$ cat src/rtl/sm83_alu_seq_pkg.sv
// Shared types and helpers for the nibble-serial shift/DAA sequencer.
// Optional feature macro used by the top: SM83_ALU_SEQ_COND_EN.
`timescale 1ns/1ps
package sm83_alu_seq_pkg;

  // One default-width ALU slice (a BCD digit).
  typedef logic [3:0] hword_t;

  // CB-prefix shift/rotate selector, encoded as the opcode's bits 5:3.
  typedef enum logic [2:0] {
    RLC  = 3'd0,
    RRC  = 3'd1,
    RL   = 3'd2,
    RR   = 3'd3,
    SLA  = 3'd4,
    SRA  = 3'd5,
    SWAP = 3'd6,
    SRL  = 3'd7
  } op543_e;

  // Sequencer states.
  typedef enum logic {
    IDLE = 1'b0,
    RUN  = 1'b1
  } state_e;

  // Per-digit decimal-adjust correction.
  localparam hword_t DAA_CORR = 4'h6;

  // Right shifts/rotates walk the word from the most significant slice down.
  function automatic logic is_right_op(op543_e op);
    return (op == RRC) || (op == RR) || (op == SRA) || (op == SRL);
  endfunction

  // Carry seeded into the first slice of a shift, taken from the whole operand.
  function automatic logic init_carry(op543_e op, logic msb, logic lsb, logic cin);
    logic c;
    case (op)
      RLC:     c = msb;
      RRC:     c = lsb;
      RL:      c = cin;
      RR:      c = cin;
      SRA:     c = msb;
      default: c = 1'b0;
    endcase
    return c;
  endfunction

endpackage

$ cat src/rtl/sm83_alu_seq_slice.sv
// Combinational datapath for one ALU slice: shift/rotate by one bit or one
// decimal-adjust digit, with the carry/borrow and "greater than nine" chains
// passed slice to slice by the sequencer.
`timescale 1ns/1ps
module sm83_alu_slice
  import sm83_alu_seq_pkg::*;
#(
  parameter int W = 4
) (
  input  logic         daa_i,
  input  logic         sub_i,
  input  op543_e       op_i,
  input  logic [W-1:0] nib_i,
  input  logic         carry_i,
  input  logic         gt_i,
  input  logic         flag_i,
  output logic [W-1:0] nib_o,
  output logic         carry_o,
  output logic         gt_o
);

  localparam logic [W-1:0] NINE   = W'(9);
  localparam logic [W:0]   CORR_W = (W+1)'(DAA_CORR);

  logic         corr;
  logic [W:0]   sum;

  // Select between the one-bit shift network and the decimal-adjust digit adder.
  always_comb begin
    nib_o   = nib_i;
    carry_o = 1'b0;
    gt_o    = 1'b0;
    corr    = 1'b0;
    sum     = '0;
    if (daa_i) begin
      gt_o = (nib_i > NINE) | ((nib_i == NINE) & gt_i);
      if (sub_i) begin
        corr    = flag_i;
        sum     = {1'b0, nib_i} - (corr ? CORR_W : '0) - {{W{1'b0}}, carry_i};
      end else begin
        corr    = gt_o | flag_i;
        sum     = {1'b0, nib_i} + (corr ? CORR_W : '0) + {{W{1'b0}}, carry_i};
      end
      nib_o   = sum[W-1:0];
      carry_o = sum[W];
    end else begin
      case (op_i)
        RLC, RL, SLA: begin
          nib_o   = {nib_i[W-2:0], carry_i};
          carry_o = nib_i[W-1];
        end
        RRC, RR, SRA, SRL: begin
          nib_o   = {carry_i, nib_i[W-1:1]};
          carry_o = nib_i[0];
        end
        default: begin
          nib_o   = nib_i;
          carry_o = 1'b0;
        end
      endcase
    end
  end

endmodule

$ cat src/rtl/sm83_alu_seq.sv
// Nibble-serial shift/rotate and decimal-adjust sequencer. Processes one
// ALU_WIDTH slice per clock, reporting result and flags with a done pulse.
// Optional macro SM83_ALU_SEQ_COND_EN adds a registered branch-condition
// evaluator over the held zero/carry flags.
`timescale 1ns/1ps
module sm83_alu_seq
  import sm83_alu_seq_pkg::*;
#(
  parameter  int ALU_WIDTH = 4,
  parameter  int NIBBLES   = 2,
  localparam int WORD_SIZE = ALU_WIDTH * NIBBLES
) (
  input  logic                 clk,
  input  logic                 reset,
  input  logic                 start,
  input  logic                 daa,
  input  logic [2:0]           op543,
  input  logic [WORD_SIZE-1:0] data_in,
  input  logic                 carry_in,
  input  logic                 half_carry_in,
  input  logic                 subtract,
  input  logic                 cond_we,
  input  logic [1:0]           cond_sel,
  output logic                 busy,
  output logic                 done,
  output logic [WORD_SIZE-1:0] result,
  output logic                 carry_out,
  output logic                 zero_out,
  output logic                 cond_result
);

  localparam int              IDX_W    = $clog2(NIBBLES);
  localparam logic [IDX_W-1:0] LAST_IDX = IDX_W'(NIBBLES - 1);

  if (ALU_WIDTH != 4) begin : g_width_check
    $error("sm83_alu_seq: decimal adjust requires ALU_WIDTH == 4");
  end
  if (NIBBLES < 2) begin : g_nibbles_check
    $error("sm83_alu_seq: NIBBLES must be at least 2");
  end

  state_e                 state_q;
  logic [IDX_W-1:0]       idx_q;
  logic [WORD_SIZE-1:0]   opnd_q;
  logic [WORD_SIZE-1:0]   work_q;
  logic [WORD_SIZE-1:0]   work_d;
  logic                   c_q;
  logic                   gt_q;
  logic                   daa_q;
  logic                   sub_q;
  op543_e                 op_q;
  logic                   cin_q;
  logic                   hin_q;
  logic                   busy_q;
  logic                   done_q;
  logic [WORD_SIZE-1:0]   result_q;
  logic                   carry_q;
  logic                   zero_q;

  logic [IDX_W-1:0]       pos;
  logic [IDX_W-1:0]       src_idx;
  logic [ALU_WIDTH-1:0]   nib_in;
  logic                   flag;
  logic [ALU_WIDTH-1:0]   nib_out;
  logic                   c_out;
  logic                   gt_out;
  logic                   carry_d;

  // Pick this cycle's slice: destination position, source nibble and DAA digit flag.
  always_comb begin
    pos     = idx_q;
    src_idx = idx_q;
    flag    = 1'b0;
    if (!daa_q && is_right_op(op_q)) begin
      pos     = LAST_IDX - idx_q;
      src_idx = LAST_IDX - idx_q;
    end else if (!daa_q && (op_q == SWAP)) begin
      src_idx = (idx_q == '0) ? LAST_IDX : idx_q - 1'b1;
    end
    if (daa_q) begin
      if (idx_q == '0) begin
        flag = hin_q;
      end else if (idx_q == LAST_IDX) begin
        flag = cin_q;
      end
    end
    nib_in = opnd_q[src_idx*ALU_WIDTH +: ALU_WIDTH];
  end

  sm83_alu_slice #(
    .W (ALU_WIDTH)
  ) u_slice (
    .daa_i   (daa_q),
    .sub_i   (sub_q),
    .op_i    (op_q),
    .nib_i   (nib_in),
    .carry_i (c_q),
    .gt_i    (gt_q),
    .flag_i  (flag),
    .nib_o   (nib_out),
    .carry_o (c_out),
    .gt_o    (gt_out)
  );

  // Merge the slice into the partial word and form the carry the op reports when it finishes.
  always_comb begin
    work_d = work_q;
    work_d[pos*ALU_WIDTH +: ALU_WIDTH] = nib_out;
    if (daa_q) begin
      carry_d = sub_q ? cin_q : (gt_out | cin_q);
    end else if (op_q == SWAP) begin
      carry_d = 1'b0;
    end else begin
      carry_d = c_out;
    end
  end

  // Sequencer: accept an operand, walk the slices, then publish result and flags with done.
  always_ff @(posedge clk) begin
    if (reset) begin
      state_q  <= IDLE;
      idx_q    <= '0;
      opnd_q   <= '0;
      work_q   <= '0;
      c_q      <= 1'b0;
      gt_q     <= 1'b0;
      daa_q    <= 1'b0;
      sub_q    <= 1'b0;
      op_q     <= RLC;
      cin_q    <= 1'b0;
      hin_q    <= 1'b0;
      busy_q   <= 1'b0;
      done_q   <= 1'b0;
      result_q <= '0;
      carry_q  <= 1'b0;
      zero_q   <= 1'b0;
    end else begin
      done_q <= 1'b0;
      case (state_q)
        IDLE: begin
          if (start) begin
            state_q <= RUN;
            busy_q  <= 1'b1;
            idx_q   <= '0;
            opnd_q  <= data_in;
            work_q  <= '0;
            daa_q   <= daa;
            sub_q   <= subtract;
            op_q    <= op543_e'(op543);
            cin_q   <= carry_in;
            hin_q   <= half_carry_in;
            gt_q    <= 1'b0;
            c_q     <= daa ? 1'b0 : init_carry(op543_e'(op543), data_in[WORD_SIZE-1],
                                               data_in[0], carry_in);
          end
        end
        RUN: begin
          work_q <= work_d;
          c_q    <= c_out;
          gt_q   <= gt_out;
          if (idx_q == LAST_IDX) begin
            state_q  <= IDLE;
            busy_q   <= 1'b0;
            done_q   <= 1'b1;
            result_q <= work_d;
            carry_q  <= carry_d;
            zero_q   <= (work_d == '0);
          end else begin
            idx_q <= idx_q + 1'b1;
          end
        end
        default: begin
          state_q <= IDLE;
          busy_q  <= 1'b0;
        end
      endcase
    end
  end

`ifdef SM83_ALU_SEQ_COND_EN
  logic cond_q;

  // Evaluate the selected branch condition against the currently held flags.
  always_ff @(posedge clk) begin
    if (reset) begin
      cond_q <= 1'b0;
    end else if (cond_we) begin
      case (cond_sel)
        2'd0:    cond_q <= ~zero_q;
        2'd1:    cond_q <= zero_q;
        2'd2:    cond_q <= ~carry_q;
        default: cond_q <= carry_q;
      endcase
    end
  end

  assign cond_result = cond_q;
`else
  logic cond_unused;
  assign cond_unused = ^{cond_we, cond_sel};
  assign cond_result = 1'b0;
`endif

  assign busy      = busy_q;
  assign done      = done_q;
  assign result    = result_q;
  assign carry_out = carry_q;
  assign zero_out  = zero_q;

endmodule

$ cat config.mk
export PLATFORM = sky130hd
export DESIGN_NAME = sm83_alu_seq
export DESIGN_NICKNAME = d
export VERILOG_FILES = /design/src/rtl/sm83_alu_seq_pkg.sv /design/src/rtl/sm83_alu_seq_slice.sv /design/src/rtl/sm83_alu_seq.sv
export SDC_FILE = /design/constraint.sdc
export NUM_CORES = 1
export LEC_CHECK = 0
export BUFFER_PORTS_ARGS = -buffer_cell sky130_fd_sc_hd__buf_2
export CORE_MARGIN = 10
export CORE_UTILIZATION = 45
export DETAILED_ROUTE_END_ITERATION = 10
export PLACE_DENSITY_LB_ADDON = 0.12
export SLEW_MARGIN = 10
export SYNTH_ARGS = -nofsm -noshare
export SYNTH_HDL_FRONTEND = slang
export SYNTH_SLANG_ARGS = --single-unit
$ cat constraint.sdc
create_clock -name clk -period 4.1 [get_ports clk]
set_input_delay 1.23 -clock clk [delete_from_list [all_inputs] [get_ports clk]]
set_output_delay 1.23 -clock clk [all_outputs]
set_load 0.005 [all_outputs]
==> impl_metrics.sql <==
INSERT INTO impl_metrics (metric_group, metric, value, unit) VALUES
('run_status', 'run_status', 'complete, no violations', ''),
('routing', 'wl_per_cell', '14.8', 'µm'),
('worst_setup_path', 'endpoint_kind', 'register', ''),
('routing', 'via_count', '1974', ''),
('power_and_ir_drop', 'power.ir.vdd_worst', '255', 'µV'),
('power_and_ir_drop', 'powerDensity', '332', 'nW/µm²'),
('worst_setup_path', 'max_fanout_on_critical_path', '9', ''),
('die', 'die_area', '8340', 'µm²'),
('synthesis', 'postSynth.asyncResetShare', '0', '%'),
('grt', 'first_global_vias', '1881', ''),
('power_and_ir_drop', 'power.internal', '0.581', 'mW'),
('sta', 'timing.clock.skew', '0.00581', 'ns'),
('synthesis', 'synth.cell_area', '2290', 'µm²'),
('die', 'initial_core_util', '47.6', '%'),
('power_and_ir_drop', 'clkPwrFrac', '29.1', '%'),
('sta', 'rsz0062_at_grt', 'no', ''),
('synthesis', 'count_of_flip_flops_with_a_built_in_enable_after_synthesis', '0', ''),
('routing', 'postRouteAntennaNets', '0', ''),
('grt', 'grt.overflow.total', '0', ''),
('die', 'floorplan.die.width', '91.4', 'µm'),
('routing', 'drt_first_pass_iters', '4', ''),
('clock_network', 'tritoncts_clock_tree', 'done', ''),
('clock_network', 'postCtsResizedCells', '0', ''),
('worst_setup_path', 'timing.critical_path.arrival', '3.68', 'ns'),
('synthesis', 'post_syn_nets', '304', ''),
('synthesis', 'synth-warning-count', '0', ''),
('sta', 'final.setup.tns', '0', 'ns'),
('die', 'io_pins', '34', ''),
('clock_network', 'cts_root_buffer', 'sky130_fd_sc_hd__clkbuf_8', ''),
('finish', 'finish.net_count', '328', ''),
('synthesis', 'syn_inst', '274', ''),
('clock_network', 'tritoncts_num_sinks', '39', ''),
('synthesis', 'synth_seq_cells', '39', ''),
('die', 'floorplan.core_area', '4820', 'µm²'),
('sta', 'maxSlewHeadroom', '48.7', '%'),
('routing', 'dr.first_iter.drc_count', '164', ''),
('routing', 'drt-vias-per-instance', '5.42', ''),
('place', 'placedCellCount', '358', ''),
('sta', 'fmaxAchievable', '0.283', 'GHz'),
('clock_network', 'post-cts-setup-buffer-count', '0', ''),
('sta', 'period_needed', '3.53', 'ns'),
('min_path', 'hold-path-cell-count', '2', ''),
('sta', 'setup_viol', '0', ''),
('clock_network', 'worstSkewPairLatency', '0.29', 'ns'),
('finish', 'fin_cells', '364', ''),
('sta', 'worstMarginPinSlew', '0.768', 'ns'),
('place', 'numPortBuffers', '29', ''),
('sta', 'finalHoldWorstSlack', '0.458', 'ns'),
('clock_network', 'cts-root-to-sink-buffers', '2', ''),
('finish', 'syn_to_final_growth', '8.63', '%'),
('flow_run', 'drv_cap', '0', ''),
('power_and_ir_drop', 'combinationalPowerShare', '20.7', '%'),
('routing', 'route.final.wire_length', '5380', 'µm'),
('power_and_ir_drop', 'power.static_leakage', '1.07', 'nW'),
('sta', 'final-hold-violation-count', '0', ''),
('synthesis', 'synth_sequential_area_ratio', '34.1', '%'),
('place', 'detailedPlacementHpwl', '4060', 'µm'),
('die', 'fp.dieH', '91.4', 'µm'),
('power_and_ir_drop', 'power.switching', '0.245', 'mW'),
('clock_network', 'ctsHoldBuffers', '0', ''),
('worst_setup_path', 'setup.worst_path.start_class', 'register', ''),
('clock_network', 'clk_pin_slew_worst_paths', '0.07', 'ns'),
('worst_setup_path', 'worst_r2r_path_depth', '14', ''),
('synthesis', 'synth_cell_types', '56', ''),
('grt', 'track_usage', '13.2', '%'),
('finish', 'antenna-diode-count', '0', ''),
('place', 'globalplace.congestion', '0.947', ''),
('clock_network', 'clock_tree.htree_level_count', '2', ''),
('finish', 'final_layout_size_suffix_gt1_share', '20.2', '%'),
('worst_setup_path', 'crit_required', '4.24', 'ns'),
('grt', 'grt_start_max_net_pins', '40', ''),
('routing', 'drc_errors', '0', ''),
('grt', 'grt_first_pass_wirelength', '9260', 'µm'),
('sta', 'final_clock_period_utilization_by_the_worst_path', '86.2', '%'),
('grt', 'grt_antenna_before_repair', '0', ''),
('synthesis', 'post_synth.cell_area_avg', '8.36', 'µm²'),
('synthesis', 'ys.flop_type', 'sky130_fd_sc_hd__dfxtp_1', ''),
('die', 'row_cnt', '25', ''),
('worst_setup_path', 'worstSetupPathType', 'register to register', ''),
('clock_network', 'cts_buffers', '5', ''),
('power_and_ir_drop', 'power_frac_seq', '50.2', '%'),
('min_path', 'hold_path_class', 'register to register', ''),
('sta', 'timing.final.max_slew_violations', '0', ''),
('power_and_ir_drop', 'switching_power_share_of_the_total', '29.7', '%');
-- routing by layer --
metal  global-route usage (%)  up-vias  wire (µm)  share of wire (%)
met3                     3.70        4        304                5.7
li1                         -     1011          -                  -
met5                        0        -          0                  0
met1                     18.7      913       2760                 51
met2                     19.0       46       2280                 42
met4                     3.26        0         37               0.69
-- flip-flops by register name, summed over array words and instances, names as in the netlist --
name,cells
busy,1
hin_q,1
c_q,1
cin_q,1
result,8
gt_q,1
op_q,3
sub_q,1
work_q,8
daa_q,1
opnd_q,8
done,1
zero_out,1
idx_q,1
carry_out,1
state_q,1
-- cells in the mapped netlist (4+ instances only) --
| library cell | count | area share (%) |
|---|---|---|
| sky130_fd_sc_hd__a32oi_1 | 4 | 1.5 |
| sky130_fd_sc_hd__nor2_1 | 21 | 3.4 |
| sky130_fd_sc_hd__clkbuf_8 | 4 | 2.4 |
| sky130_fd_sc_hd__mux2i_1 | 6 | 2.6 |
| sky130_fd_sc_hd__o21ai_0 | 10 | 2.2 |
| sky130_fd_sc_hd__nand2_1 | 55 | 9.0 |
| sky130_fd_sc_hd__dfxtp_1 | 39 | 34 |
| sky130_fd_sc_hd__nor3_1 | 4 | 0.87 |
| sky130_fd_sc_hd__mux2_2 | 6 | 2.9 |
| sky130_fd_sc_hd__nand3_1 | 6 | 1.3 |
| sky130_fd_sc_hd__inv_1 | 11 | 1.8 |
| sky130_fd_sc_hd__a21o_1 | 4 | 1.3 |
| sky130_fd_sc_hd__buf_6 | 5 | 2.5 |
| sky130_fd_sc_hd__clkbuf_1 | 7 | 1.1 |
| sky130_fd_sc_hd__ha_1 | 7 | 3.8 |
| sky130_fd_sc_hd__a31oi_1 | 4 | 1.1 |
| sky130_fd_sc_hd__a2bb2oi_1 | 4 | 1.5 |
| sky130_fd_sc_hd__a21oi_1 | 23 | 5.0 |
-- metrics by stage --
| step | total power, mW | util (%) | setup WS, ns | area (µm²) |
|---|---|---|---|---|
| 2_1_floorplan | 0.555 | - | 1.03 | 2290 |
| 3_3_place_gp | 0.593 | 50.1 | 0.601 | 2410 |
| 3_5_place_dp | 0.593 | 50.1 | 0.596 | 2410 |
| 4_1_cts | 0.831 | 51.7 | 0.567 | 2490 |
| 5_1_grt | 0.876 | 51.7 | 0.191 | 2490 |
| 6_report | 0.825 | 51.7 | 0.568 | 2490 |
-- cell families after synthesis --
logic type                 after synthesis  synth area share (%)
adders and majority gates                9                  5.57
muxes                                   13                  6.23
xor gates and xnor gates                 3                  1.15
other                                    1                 0.164
buffers and inverters                   30                  8.74
DFF                                     39                  34.1
AOI/OAI and AO/OA                       74                  23.4
and+or+nand+nor                        105                  20.7
-- power by group through the flow --
stage                     registers (mW)  logic [mW]  clock network [mW]
final                              0.414       0.171               0.240
after global routing               0.418       0.193               0.264
after CTS                          0.414       0.172               0.245
after detailed placement           0.423       0.171                   0
after global placement             0.422       0.171                   0
after floorplan                    0.415       0.141                   0
-- placed cells by master, fill, tap and decap left out, types with 3 or more instances in the layout --
cell	n
sky130_fd_sc_hd__nand3_1	6
sky130_fd_sc_hd__buf_2	29
sky130_fd_sc_hd__a21o_1	4
sky130_fd_sc_hd__a32oi_1	4
sky130_fd_sc_hd__nand3b_1	3
sky130_fd_sc_hd__mux2_2	6
sky130_fd_sc_hd__clkbuf_8	5
sky130_fd_sc_hd__a21oi_1	23
sky130_fd_sc_hd__nor2_1	21
sky130_fd_sc_hd__dfxtp_1	39
sky130_fd_sc_hd__nor3_1	4
sky130_fd_sc_hd__a2bb2oi_1	4
sky130_fd_sc_hd__mux2i_1	6
sky130_fd_sc_hd__buf_4	6
sky130_fd_sc_hd__a31oi_1	4
sky130_fd_sc_hd__nand2b_1	3
sky130_fd_sc_hd__inv_1	11
sky130_fd_sc_hd__a311oi_1	3
sky130_fd_sc_hd__o21ai_0	10
sky130_fd_sc_hd__ha_1	7
sky130_fd_sc_hd__nand2_1	55
-- worst paths after layout --
kind	end	slack [ns]	from
setup / recovery	result[7]	0.57	idx_q
hold / removal	hin_q	0.46	hin_q
hold reg to reg	hin_q	0.46	hin_q
setup reg to reg	result[7]	0.57	idx_q
-- worst max-delay path, stage by stage (launching register included) --
cell and delay (ns):
sky130_fd_sc_hd__dfxtp_1 0.53, sky130_fd_sc_hd__nor2_1 0.13, sky130_fd_sc_hd__a221oi_4 0.39, sky130_fd_sc_hd__mux2_2 0.42, sky130_fd_sc_hd__inv_1 0.12, sky130_fd_sc_hd__o211ai_1 0.09
sky130_fd_sc_hd__nand2_1 0.16, sky130_fd_sc_hd__nand2_1 0.14, sky130_fd_sc_hd__ha_1 0.30, sky130_fd_sc_hd__a21o_1 0.15, sky130_fd_sc_hd__a21o_1 0.19, sky130_fd_sc_hd__a21o_1 0.17
sky130_fd_sc_hd__a32oi_1 0.29, sky130_fd_sc_hd__a31o_2 0.24, sky130_fd_sc_hd__a21oi_1 0.06
-- cell type report --
class                           instances  area [µm²]
Fill cell                             505        2330
Multi-Input combinational cell        205        1310
Sequential cell                        39         781
Timing Repair Buffer                   35         190
Tap cell                               67        83.8
Clock buffer                            5        68.8
Inverter                               12        47.5
Clock inverter                          1        7.51
Power figures use the tool's default switching activity.
